`src/rtl/servo_step_discriminator_pkg.sv`:
```
// Shared types and helpers for the servo step discriminator: FSM states,
// interrogation side codes and a width-generic saturating adder.
package servo_pkg;

  typedef enum logic [2:0] {
    ST_IDLE    = 3'd0,
    ST_WAIT_LO = 3'd1,
    ST_WAIT_HI = 3'd2,
    ST_DECIDE  = 3'd3,
    ST_PULSE   = 3'd4,
    ST_HOLDOFF = 3'd5
  } state_e;

  localparam logic SIDE_LO = 1'b0;
  localparam logic SIDE_HI = 1'b1;

  // Accumulators up to SAT_MAX_W-1 bits wide share one adder description.
  localparam int SAT_MAX_W = 64;

  typedef struct packed {
    logic                 ovf;
    logic [SAT_MAX_W-1:0] sum;
  } sat_res_t;

  function automatic sat_res_t sat_add(input logic [SAT_MAX_W-1:0] acc,
                                       input logic [SAT_MAX_W-1:0] inc,
                                       input int unsigned          width);
    sat_res_t             r;
    logic [SAT_MAX_W-1:0] lim;
    logic [SAT_MAX_W-1:0] s;
    lim = {SAT_MAX_W{1'b1}} >> (SAT_MAX_W - width);
    s   = acc + inc;
    if (s > lim) begin
      r.sum = lim;
      r.ovf = 1'b1;
    end else begin
      r.sum = s;
      r.ovf = 1'b0;
    end
    return r;
  endfunction

endpackage

```
`src/rtl/servo_step_discriminator_if.sv`:
```
// Photon-count sample bus from the interrogation sequencer to the discriminator.
interface servo_step_discriminator_if #(
  parameter int CNT_WIDTH = 16
);
  // sample_valid is a one-cycle strobe with no back-pressure: the slave either
  // takes the sample in that cycle or drops it and raises its seq_err flag.
  logic                 sample_valid;
  logic                 sample_side;
  logic [CNT_WIDTH-1:0] sample_count;

  modport master (output sample_valid, output sample_side, output sample_count);
  modport slave  (input  sample_valid, input  sample_side, input  sample_count);
endinterface

```
`src/rtl/servo_step_discriminator_shaper.sv`:
```
// Step pulse shaper: fixed-width step pulse followed by a fixed holdoff with
// both steps low, so the downstream edge-triggered counter never sees a runt.
module step_pulse_shaper #(
  parameter int PULSE_CYCLES   = 4,
  parameter int HOLDOFF_CYCLES = 4
) (
  input  logic clk,
  input  logic reset_n,
  input  logic fire_up,
  input  logic fire_dn,
  output logic step_up,
  output logic step_dn,
  output logic shaper_busy,
  output logic pulse_last,
  output logic hold_last
);

  localparam int MAXC = (PULSE_CYCLES > HOLDOFF_CYCLES) ? PULSE_CYCLES : HOLDOFF_CYCLES;
  localparam int TW   = (MAXC > 1) ? $clog2(MAXC) : 1;

  typedef enum logic [1:0] {
    SH_IDLE  = 2'd0,
    SH_PULSE = 2'd1,
    SH_HOLD  = 2'd2
  } sh_state_e;

  sh_state_e     sh_q;
  logic [TW-1:0] cnt_q;
  logic          up_q;
  logic          dn_q;
  logic          busy_q;

  assign pulse_last  = (sh_q == SH_PULSE) && (cnt_q == TW'(PULSE_CYCLES - 1));
  assign hold_last   = (sh_q == SH_HOLD)  && (cnt_q == TW'(HOLDOFF_CYCLES - 1));
  assign step_up     = up_q;
  assign step_dn     = dn_q;
  assign shaper_busy = busy_q;

  // A request is taken only when idle and only if exactly one direction asks,
  // which is what keeps the two steps mutually exclusive.
  always_ff @(posedge clk or negedge reset_n) begin
    if (!reset_n) begin
      sh_q   <= SH_IDLE;
      cnt_q  <= '0;
      up_q   <= 1'b0;
      dn_q   <= 1'b0;
      busy_q <= 1'b0;
    end else begin
      case (sh_q)
        SH_IDLE: begin
          if (fire_up ^ fire_dn) begin
            sh_q   <= SH_PULSE;
            cnt_q  <= '0;
            up_q   <= fire_up;
            dn_q   <= fire_dn;
            busy_q <= 1'b1;
          end
        end
        SH_PULSE: begin
          if (pulse_last) begin
            sh_q  <= SH_HOLD;
            cnt_q <= '0;
            up_q  <= 1'b0;
            dn_q  <= 1'b0;
          end else begin
            cnt_q <= cnt_q + TW'(1);
          end
        end
        SH_HOLD: begin
          if (hold_last) begin
            sh_q   <= SH_IDLE;
            cnt_q  <= '0;
            busy_q <= 1'b0;
          end else begin
            cnt_q <= cnt_q + TW'(1);
          end
        end
        default: begin
          sh_q   <= SH_IDLE;
          cnt_q  <= '0;
          up_q   <= 1'b0;
          dn_q   <= 1'b0;
          busy_q <= 1'b0;
        end
      endcase
    end
  end

endmodule

```
`src/rtl/servo_step_discriminator.sv`:
```
// Servo step discriminator: sums paired low/high interrogation counts, compares
// B-A against a deadband and requests clean up/down steps from the shaper.
module servo_step_discriminator
  import servo_pkg::*;
#(
  parameter int CNT_WIDTH      = 16,
  parameter int ACC_WIDTH      = 24,
  parameter int NAVG_WIDTH     = 8,
  parameter int PULSE_CYCLES   = 4,
  parameter int HOLDOFF_CYCLES = 4
) (
  input  logic                    clk,
  input  logic                    reset_n,
  input  logic                    enable,
  servo_step_discriminator_if.slave smp,
  input  logic [NAVG_WIDTH-1:0]   n_pairs,
  input  logic [ACC_WIDTH-1:0]    deadband,
  output logic                    step_up,
  output logic                    step_dn,
  output logic                    busy,
  output logic                    decision_valid,
  output logic [ACC_WIDTH:0]      error_out,
  output logic                    seq_err,
  output logic                    sat,
  output state_e                  state_dbg
);

  state_e                  state_q, state_d;
  logic [ACC_WIDTH-1:0]    acc_a_q, acc_a_d;
  logic [ACC_WIDTH-1:0]    acc_b_q, acc_b_d;
  logic [NAVG_WIDTH-1:0]   pair_cnt_q, pair_cnt_d;
  logic [NAVG_WIDTH-1:0]   n_pairs_q, n_pairs_d;
  logic [ACC_WIDTH-1:0]    deadband_q, deadband_d;
  logic [ACC_WIDTH:0]      error_q, error_d;
  logic                    dv_q, dv_d;
  logic                    seq_err_q, seq_err_d;
  logic                    sat_q, sat_d;
  logic                    busy_q, busy_d;

  logic [CNT_WIDTH-1:0]    sample_cnt;
  logic [NAVG_WIDTH-1:0]   n_pairs_eff;
  logic [NAVG_WIDTH-1:0]   pair_inc;
  sat_res_t                add_a, add_b;
  logic [ACC_WIDTH-1:0]    acc_a_new, acc_b_new;
  logic [ACC_WIDTH:0]      diff_new;
  logic signed [ACC_WIDTH+1:0] err_ext, db_pos, db_neg;
  logic                    want_up, want_dn;
  logic                    fire_up, fire_dn;
  logic                    shaper_busy, pulse_last, hold_last;

  assign sample_cnt  = smp.sample_count;
  assign n_pairs_eff = (n_pairs == '0) ? NAVG_WIDTH'(1) : n_pairs;
  assign pair_inc    = pair_cnt_q + NAVG_WIDTH'(1);

  always_comb begin
    add_a = sat_add(SAT_MAX_W'(acc_a_q), SAT_MAX_W'(sample_cnt), ACC_WIDTH);
    add_b = sat_add(SAT_MAX_W'(acc_b_q), SAT_MAX_W'(sample_cnt), ACC_WIDTH);
  end

  assign acc_a_new = ACC_WIDTH'(add_a.sum);
  assign acc_b_new = ACC_WIDTH'(add_b.sum);
  // The error is captured on the edge into DECIDE so it is already valid
  // during the decision_valid cycle.
  assign diff_new  = {1'b0, acc_b_new} - {1'b0, acc_a_q};

  // One extra bit of headroom so -deadband never wraps.
  assign err_ext = signed'({error_q[ACC_WIDTH], error_q});
  assign db_pos  = signed'({2'b00, deadband_q});
  assign db_neg  = -db_pos;
  assign want_up = err_ext > db_pos;
  assign want_dn = err_ext < db_neg;
  assign fire_up = (state_q == ST_DECIDE) && want_up;
  assign fire_dn = (state_q == ST_DECIDE) && want_dn;

  always_comb begin
    state_d    = state_q;
    acc_a_d    = acc_a_q;
    acc_b_d    = acc_b_q;
    pair_cnt_d = pair_cnt_q;
    n_pairs_d  = n_pairs_q;
    deadband_d = deadband_q;
    error_d    = error_q;
    dv_d       = 1'b0;
    seq_err_d  = seq_err_q;
    sat_d      = sat_q;
    case (state_q)
      ST_IDLE: begin
        if (enable) begin
          n_pairs_d  = n_pairs_eff;
          deadband_d = deadband;
          acc_a_d    = '0;
          acc_b_d    = '0;
          pair_cnt_d = '0;
          seq_err_d  = 1'b0;
          sat_d      = 1'b0;
          state_d    = ST_WAIT_LO;
        end
      end
      ST_WAIT_LO, ST_WAIT_HI: begin
        if (!enable) begin
          acc_a_d    = '0;
          acc_b_d    = '0;
          pair_cnt_d = '0;
          state_d    = ST_IDLE;
        end else if (smp.sample_valid) begin
          if (state_q == ST_WAIT_LO && smp.sample_side == SIDE_LO) begin
            acc_a_d = acc_a_new;
            sat_d   = sat_q | add_a.ovf;
            state_d = ST_WAIT_HI;
          end else if (state_q == ST_WAIT_HI && smp.sample_side == SIDE_HI) begin
            acc_b_d    = acc_b_new;
            sat_d      = sat_q | add_b.ovf;
            pair_cnt_d = pair_inc;
            if (pair_inc == n_pairs_q) begin
              error_d = diff_new;
              dv_d    = 1'b1;
              state_d = ST_DECIDE;
            end else begin
              state_d = ST_WAIT_LO;
            end
          end else begin
            seq_err_d = 1'b1;
          end
        end
      end
      ST_DECIDE: begin
        if (smp.sample_valid) seq_err_d = 1'b1;
        acc_a_d    = '0;
        acc_b_d    = '0;
        pair_cnt_d = '0;
        n_pairs_d  = n_pairs_eff;
        deadband_d = deadband;
        if (want_up || want_dn) state_d = ST_PULSE;
        else                    state_d = enable ? ST_WAIT_LO : ST_IDLE;
      end
      ST_PULSE: begin
        if (smp.sample_valid) seq_err_d = 1'b1;
        if (pulse_last || !shaper_busy) state_d = ST_HOLDOFF;
      end
      ST_HOLDOFF: begin
        if (smp.sample_valid) seq_err_d = 1'b1;
        if (hold_last || !shaper_busy) state_d = enable ? ST_WAIT_LO : ST_IDLE;
      end
      default: state_d = ST_IDLE;
    endcase
    busy_d = (state_d == ST_DECIDE) || (state_d == ST_PULSE) || (state_d == ST_HOLDOFF);
  end

  always_ff @(posedge clk or negedge reset_n) begin
    if (!reset_n) begin
      state_q    <= ST_IDLE;
      acc_a_q    <= '0;
      acc_b_q    <= '0;
      pair_cnt_q <= '0;
      n_pairs_q  <= '0;
      deadband_q <= '0;
      error_q    <= '0;
      dv_q       <= 1'b0;
      seq_err_q  <= 1'b0;
      sat_q      <= 1'b0;
      busy_q     <= 1'b0;
    end else begin
      state_q    <= state_d;
      acc_a_q    <= acc_a_d;
      acc_b_q    <= acc_b_d;
      pair_cnt_q <= pair_cnt_d;
      n_pairs_q  <= n_pairs_d;
      deadband_q <= deadband_d;
      error_q    <= error_d;
      dv_q       <= dv_d;
      seq_err_q  <= seq_err_d;
      sat_q      <= sat_d;
      busy_q     <= busy_d;
    end
  end

  step_pulse_shaper #(
    .PULSE_CYCLES   (PULSE_CYCLES),
    .HOLDOFF_CYCLES (HOLDOFF_CYCLES)
  ) u_shaper (
    .clk         (clk),
    .reset_n     (reset_n),
    .fire_up     (fire_up),
    .fire_dn     (fire_dn),
    .step_up     (step_up),
    .step_dn     (step_dn),
    .shaper_busy (shaper_busy),
    .pulse_last  (pulse_last),
    .hold_last   (hold_last)
  );

  assign busy           = busy_q;
  assign decision_valid = dv_q;
  assign error_out      = error_q;
  assign seq_err        = seq_err_q;
  assign sat            = sat_q;
  assign state_dbg      = state_q;

endmodule

```
`src/flat_wrapper.sv`:
```
// flat-port wrapper written by rule: the top's interface ports become plain ports
module servo_step_discriminator_flat import servo_pkg::*;
#(
  parameter int CNT_WIDTH      = 16,
  parameter int ACC_WIDTH      = 24,
  parameter int NAVG_WIDTH     = 8,
  parameter int PULSE_CYCLES   = 4,
  parameter int HOLDOFF_CYCLES = 4
)
  (clk, reset_n, enable, n_pairs, deadband, step_up, step_dn, busy, decision_valid, error_out, seq_err, sat, state_dbg, smp_sample_valid, smp_sample_side, smp_sample_count);
  servo_step_discriminator_if #(.CNT_WIDTH(CNT_WIDTH)) smp_i ();
  input  logic clk;
  input  logic reset_n;
  input  logic enable;
  input  logic [NAVG_WIDTH-1:0] n_pairs;
  input  logic [ACC_WIDTH-1:0] deadband;
  output logic step_up;
  output logic step_dn;
  output logic busy;
  output logic decision_valid;
  output logic [ACC_WIDTH:0] error_out;
  output logic seq_err;
  output logic sat;
  output state_e state_dbg;
  input wire logic [$bits(smp_i.sample_valid)-1:0] smp_sample_valid;
  input wire logic [$bits(smp_i.sample_side)-1:0] smp_sample_side;
  input wire logic [$bits(smp_i.sample_count)-1:0] smp_sample_count;
  assign smp_i.sample_valid = smp_sample_valid;
  assign smp_i.sample_side = smp_sample_side;
  assign smp_i.sample_count = smp_sample_count;
  servo_step_discriminator #(.CNT_WIDTH(CNT_WIDTH), .ACC_WIDTH(ACC_WIDTH), .NAVG_WIDTH(NAVG_WIDTH), .PULSE_CYCLES(PULSE_CYCLES), .HOLDOFF_CYCLES(HOLDOFF_CYCLES)) u_core (.clk(clk), .reset_n(reset_n), .enable(enable), .smp(smp_i), .n_pairs(n_pairs), .deadband(deadband), .step_up(step_up), .step_dn(step_dn), .busy(busy), .decision_valid(decision_valid), .error_out(error_out), .seq_err(seq_err), .sat(sat), .state_dbg(state_dbg));
endmodule
```
`config.mk`:
```
export PLATFORM = sky130hd
export DESIGN_NAME = servo_step_discriminator_flat
export DESIGN_NICKNAME = d
export VERILOG_FILES = /design/src/rtl/servo_step_discriminator_pkg.sv /design/src/rtl/servo_step_discriminator_if.sv /design/src/rtl/servo_step_discriminator_shaper.sv /design/src/rtl/servo_step_discriminator.sv /design/src/flat_wrapper.sv
export SDC_FILE = /design/constraint.sdc
export NUM_CORES = 1
export LEC_CHECK = 0
export BUFFER_PORTS_ARGS = -buffer_cell sky130_fd_sc_hd__buf_2
export CAP_MARGIN = 20
export CORE_ASPECT_RATIO = 0.9
export CORE_UTILIZATION = 25
export DETAILED_ROUTE_END_ITERATION = 12
export GPL_TIMING_DRIVEN = 0
export SLEW_MARGIN = 10
export SYNTH_ARGS = -nofsm -noshare
export SYNTH_HDL_FRONTEND = slang
export SYNTH_HIERARCHICAL = 1
export SYNTH_SLANG_ARGS = --single-unit
```
`constraint.sdc`:
```
create_clock -name clk -period 7.38 [get_ports clk]
set_input_delay 1.476 -clock clk [delete_from_list [all_inputs] [get_ports clk]]
set_output_delay 1.476 -clock clk [all_outputs]
set_load 0.005 [all_outputs]
```
Word level (Yosys, flattened, before mapping)

Cells that the tools add are included.

Add/sub/neg operators: 6
Magnitude comparators: 4
Equal/unequal tests: 26
Multiplexer cells: 68
Bitwise gates (word level): 7
Reductions and logical operators: 30

Operator list:

| kind                                                                    | count |
|---|---|
| 24-bit two-way mux                                                      | 9 |
| 24-bit one-hot mux with 3 select lines                                  | 2 |
| 65-bit two-way mux                                                      | 2 |
| 64-bit by 24-bit > comparator with 1-bit output (second input constant) | 2 |
| 8-bit two-way mux                                                       | 7 |
| 24-bit by 16-bit adder with 25-bit output                               | 2 |
| 24-bit one-hot mux with 2 select lines                                  | 1 |
| 25-bit by 26-bit < comparator with 1-bit output                         | 1 |
| 24-bit negation with 26-bit output                                      | 1 |
| 25-bit > comparator                                                     | 1 |
| 24-bit by 24-bit subtractor with 25-bit output                          | 1 |
| 3-bit two-way mux                                                       | 8 |
| 8-bit one-hot mux with 3 select lines                                   | 1 |
| 1-bit two-way mux                                                       | 22 |
| 8-bit one-hot mux with 2 select lines                                   | 1 |
| 3-bit one-hot mux with 5 select lines                                   | 1 |
| 2-bit two-way mux                                                       | 7 |
| 3-bit == test (second input constant)                                   | 4 |
| 2-bit != test (second input constant)                                   | 6 |
| 1-bit one-hot mux with 3 select lines                                   | 4 |
| 2-bit one-hot mux with 3 select lines                                   | 2 |
| 5-bit AND reduction                                                     | 2 |
| 3-bit by 2-bit == test with 1-bit output (second input constant)        | 3 |
| 3-bit AND reduction                                                     | 3 |
| 28 further kinds                                                        | 48 |

Bits in registers: 127
Input port bits: 53
Logic and storage cells: 157

Logic depth before layout (Yosys ltp)

Depth after elaboration: 11
Gate-level depth with buffers: 22

Cells and area by module

The synthesis kept the hierarchy.

Modules (own cells, without submodules):

| module                   | times used | cells each | area an instance (um^2) |
|---|---|---|---|
| servo_step_discriminator | 1          | 1107       | 9577.9 |
| step_pulse_shaper        | 1          | 46         | 478.0 |

Least setup slack after synthesis

Ideal clock, no wire load.

Kind: input to register
Start point: input smp_sample_count[0]
End point: register u_core.error_q[22] (netlist: u_core/error_out[22])
Setup time: 0.127 ns
Arrival: 5.523 ns
Data required time: 7.253 ns
Slack: 1.730 ns
Stages: 21
Path buffers: 1
Cell sequence: ha_1 -> inv_1 -> fa_1 -> nor2b_1 -> o21ai_0 -> a31oi_1 -> o31ai_1 -> o21ai_0 -> nand3_1 -> buf_2 -> nand2_1 -> ha_1 -> a21o_1 -> a21o_1 -> a21o_1 -> a21o_1 -> a221oi_1 -> o21bai_1 -> a21o_1 -> xor2_1 -> mux2_1

Longest elaborated chain between the ends: 4

Ends and longest elaborated chain:

| element                                            | RTL line                           | RTL |
|---|---|---|
| start, declared                                    | flat_wrapper.sv:27                 | `input wire logic [$bits(smp_i.sample_count)-1:0] smp_sample_count;` |
| 24-bit by 16-bit adder with 25-bit output (*)      | servo_step_discriminator_pkg.sv:32 | `s = acc + inc;` |
| 64-bit by 24-bit > comparator with 1-bit output    | servo_step_discriminator_pkg.sv:33 | `if (s > lim) begin` |
| 65-bit two-way mux (*)                             | servo_step_discriminator_pkg.sv:33 |  |
| 24-bit by 24-bit subtractor with 25-bit output (*) | servo_step_discriminator.sv:64     | `assign diff_new = {1'b0, acc_b_new} - {1'b0, acc_a_q};` |
| end signal, assigned                               | servo_step_discriminator.sv:169    | `error_q <= error_d;` |
| end, declared                                      | servo_step_discriminator.sv:34     | `logic [ACC_WIDTH:0] error_q, error_d;` |

Every way passes the cells marked *; elsewhere a longest branch is shown, timed or not.
A chain may end at the register's enable or synchronous reset.

Final worst setup path

Same ends and word-level chain as after synthesis.

==> reports/qor.json <==
{
  "grt": {
    "grt_antenna_before_repair": 0,
    "grt_usage": 0.143,
    "grt_pass1_vias": 8750,
    "grt.overflow.total": 0,
    "grtUsageMet1": 0.197,
    "first_pass_grt_wire_length_mm": 45.9,
    "gr-usage-met3": 0.0317,
    "grt_max_degree": 84,
    "global_route.usage.met2": 0.221,
    "global_route.peak_usage_layer": "met2"
  },
  "setup_path": {
    "critical_path_cell_list": "buf_2 -> ha_1 -> inv_1 -> fa_1 -> nor2b_1 -> o21ai_0 -> a31oi_1 -> o31ai_1 -> o21ai_0 -> nand3_1 -> nand2_1 -> fa_1 -> a211oi_1 -> o211ai_1 -> a21oi_1 -> o21ai_0 -> a221oi_1 -> o21bai_1 -> a21o_1 -> xor2_1 -> mux2_1",
    "path_buf_inv": 2,
    "crit_path_category": "in -> reg",
    "worstPathArrival_ps": 7050,
    "cp_common_cell": "o21ai_0",
    "cp_data_required_time_ps": 7690,
    "crit_path_max_fanout": 7,
    "crit_family": "compound AO/OA/AOI/OAI gates",
    "slowest_stage": "o31ai_1",
    "worst_path_largest_cell_delay_ps": 680,
    "critPathLaunchType": "primary input",
    "critical_path_capture_point_type": "flip-flop"
  },
  "clock_network": {
    "cts_resized": 0,
    "htree_levels": 4,
    "cts_sinks": 127,
    "clkLatencyLatePin_ps": 440,
    "cts_root_buf": "clkbuf_16",
    "cts_setup_buffers": 0,
    "tritoncts_clock_tree": "built",
    "cts-buffers-inserted": 17,
    "clk_transition_reported_paths_ps": 60,
    "postCtsHoldBufs": 0,
    "ctsLongestPathBuffers": 2
  },
  "pwr": {
    "total_leakage_power_nw": 5.37,
    "share_clk_of_total_power": 0.231,
    "irDropWorstVdd_v": 0.000152,
    "pwr-share-comb": 0.500,
    "power.density_cell_area_nw_per_um2": 354,
    "cell_internal_pwr_w": 0.00244,
    "p_seq_frac": 0.269,
    "p_sw_frac": 0.418,
    "power.net_switching_w": 0.00175
  },
  "min_path": {
    "timing.hold.worst.class": "reg -> reg"
  },
  "cells_and_area": {
    "final.fill_count": 4288,
    "multi_input_area_um2": 6350,
    "final_nets": 1428,
    "flip_flop_and_latch_area_um2": 3180,
    "post-route-util": 0.300,
    "syn_to_final_growth_pct": 18.0,
    "post_route_cells_drive_above_1_share": 0.143
  },
  "floorplan": {
    "die_area_um2": 41000,
    "number_of_top_level_design_ports": 87,
    "floorplan.core_area_um2": 39500,
    "die_width_um": 213,
    "floorplan.initialDensity": 0.254,
    "rows": 69,
    "die_h_um": 192
  },
  "yosys": {
    "yosys_warnings": 6,
    "post_synthesis_cell_area_um2": 10100,
    "synth-async-reset-ratio": 1.00,
    "synthDistinctLibCells": 79,
    "seq_area_frac_synth": 0.316,
    "largest_cells_by_area_after_synthesis": "dfrtp_1 32%, ha_1 14%, o21ai_0 5.7%",
    "yosys_register_bits": 127,
    "synth_top_area_cell": "dfrtp_1",
    "syn-mean-instance-area_um2": 8.72,
    "yosys_most_used_dff": "dfrtp_1",
    "synthesis.instances": 1153,
    "synth_nets": 1321,
    "yosys.area.top_type_share": 0.316,
    "synth_enable_flop_cells": 0
  },
  "job": {
    "cap_viol_max_count": 0
  },
  "placement": {
    "dpl.hpwl_mm": 22.5,
    "gp_congestion": 0.861,
    "quantity_of_i_o_buffers_inserted_on_ports": 86
  },
  "route": {
    "drc_marker_count_from_the_first_detailed_route_iteration": 588,
    "wl_per_cell_um": 15.6,
    "detailedRoute.firstPassIterationCount": 5,
    "detail_route.vias_per_cell": 4.91,
    "number_of_design_rule_violations_left_after_detail_routing": 0,
    "route.final.wire_length_mm": 28.2,
    "drt.antenna.violating_nets": 0,
    "detailroute.via_count": 8861
  },
  "outcome": {
    "outcome": "completed"
  },
  "timing": {
    "worst_clock_skew_ps": 14.5,
    "min_period_ps": 6740,
    "finalMaxSlewViolations": 0,
    "setup_violations": 0,
    "final_hold_violations": 0,
    "unrepaired_setup_endpoints_after_global_routing": "no",
    "setup-tns-final_ps": 0,
    "tightestPinTransition_ps": 880,
    "timing.fmax_mhz": 148,
    "final.period_utilization": 0.913,
    "maxSlewHeadroom": 0.412
  }
}
==> final cells by class <==
cell class	instances	area share
clock buffer	17	0.0359
antenna	1	0.000211
inverter	86	0.0272
sequential	127	0.268
clock inverter	15	0.0205
buffer	32	0.0171
multi-input combinational	908	0.535
timing repair buffer	88	0.0398
tap	532	0.0561
==> cell families (layout without fill, tap and decap cells) <==
| logic type | after synthesis | in the layout | share of synthesized area |
|---|---|---|---|
| AO/OA/AOI/OAI | 348 | 348 | 0.214 |
| AND/OR/NAND/NOR | 333 | 333 | 0.161 |
| flip-flops | 127 | 127 | 0.316 |
| buffers and inverters | 118 | 238 | 0.0523 |
| adder cells (fa/ha/maj) | 115 | 115 | 0.145 |
| XOR/XNOR | 75 | 75 | 0.0661 |
| multiplexers | 37 | 37 | 0.0450 |
| other | 0 | 1 | 0 |
==> per-layer routing <==
layer | vias up | wire length (µm)
met5 | - | 0
met4 | 0 | 489
met3 | 39 | 1470
met2 | 216 | 12600
met1 | 4247 | 13700
li1 | 4359 | -
==> placed cells by master, fill, tap and decap left out, drive strengths merged, types with 20 or more instances in the layout <==
cell type | synthesis | routed
inv | 86 | 86
clkbuf | 26 | 43
buf | 6 | 94
nor2 | 67 | 67
mux2 | 33 | 33
nand3 | 20 | 20
dfrtp | 127 | 127
nor3 | 30 | 30
nand2 | 121 | 121
o21ai | 115 | 115
xnor2 | 59 | 59
ha | 112 | 112
a21oi | 93 | 93
a21o | 23 | 23
==> metrics by stage <==
| stage | total power (W) | hold WS (ps) | std cells | setup WS [ps] | instance area (µm²) |
|---|---|---|---|---|---|
| floorplan | 0.00261 | 454 | 1153 | 1730 | 10100 |
| global placement | 0.00319 | 471 | 1771 | 441 | 11200 |
| detailed placement | 0.00324 | 487 | 1773 | 389 | 11200 |
| CTS | 0.00422 | 512 | 1805 | 801 | 11900 |
| global route | 0.00458 | 529 | 1805 | 131 | 11900 |
| finish | 0.00419 | 505 | 1806 | 640 | 11900 |
==> power groups by stage <==
stage	clock network (W)	logic, W	registers, W
after floorplan	0	0.00154	0.00107
after global routing	0.00102	0.00240	0.00116
after global placement	0	0.00205	0.00114
after CTS	0.000986	0.00211	0.00113
after detailed placement	0	0.00209	0.00114
final	0.000970	0.00210	0.00113
==> registers in the layout, summed over array words and instances, names as in the netlist, 2 cells and up <==
register,count
u_core/error_out,25
u_core/n_pairs_q,8
u_core/pair_cnt_q,8
u_core/u_shaper/cnt_q,2
u_core/u_shaper/sh_q,2
u_core/state_dbg,3
u_core/acc_b_q,24
u_core/acc_a_q,24
u_core/deadband_q,24
==> path summary, 6_finish.rpt <==
kind	startpoint	endpoint	slack, ps	cells past startpoint
setup / recovery	smp_sample_count[0]	u_core/error_out[22]	640	21
hold / removal	u_core/pair_cnt_q[7]	u_core/pair_cnt_q[7]	500	1
setup reg to reg	u_core/acc_b_q[0]	u_core/error_out[22]	1410	20
hold reg to reg	u_core/pair_cnt_q[7]	u_core/pair_cnt_q[7]	500	1
max in group asynchronous	reset_n	u_core/u_shaper/cnt_q[1]	5640	2
min in group asynchronous	reset_n	u_core/n_pairs_q[2]	970	1
==> cells in the mapped netlist, types with 16 or more instances <==
cell type and number:
a21o_1 23, a21oi_1 93, a22o_1 17, clkbuf_1 23, dfrtp_1 127, ha_1 112
inv_1 86, mux2_2 18, nand2_1 119, nand3_1 20, nor2_1 67, nor3_1 29
o21ai_0 114, xnor2_1 58, xor2_1 16
==> worst register-to-register path: stages (launching register included) <==
cell	delay, ps
dfrtp_1	390
ha_1	200
inv_1	70
fa_1	180
nor2b_1	60
o21ai_0	300
a31oi_1	230
o31ai_1	680
o21ai_0	400
nand3_1	430
nand2_1	210
fa_1	490
a211oi_1	390
o211ai_1	170
a21oi_1	190
o21ai_0	230
a221oi_1	480
o21bai_1	110
a21o_1	210
xor2_1	140
mux2_1	280
Note: power is estimated with default switching activity, not from simulation.
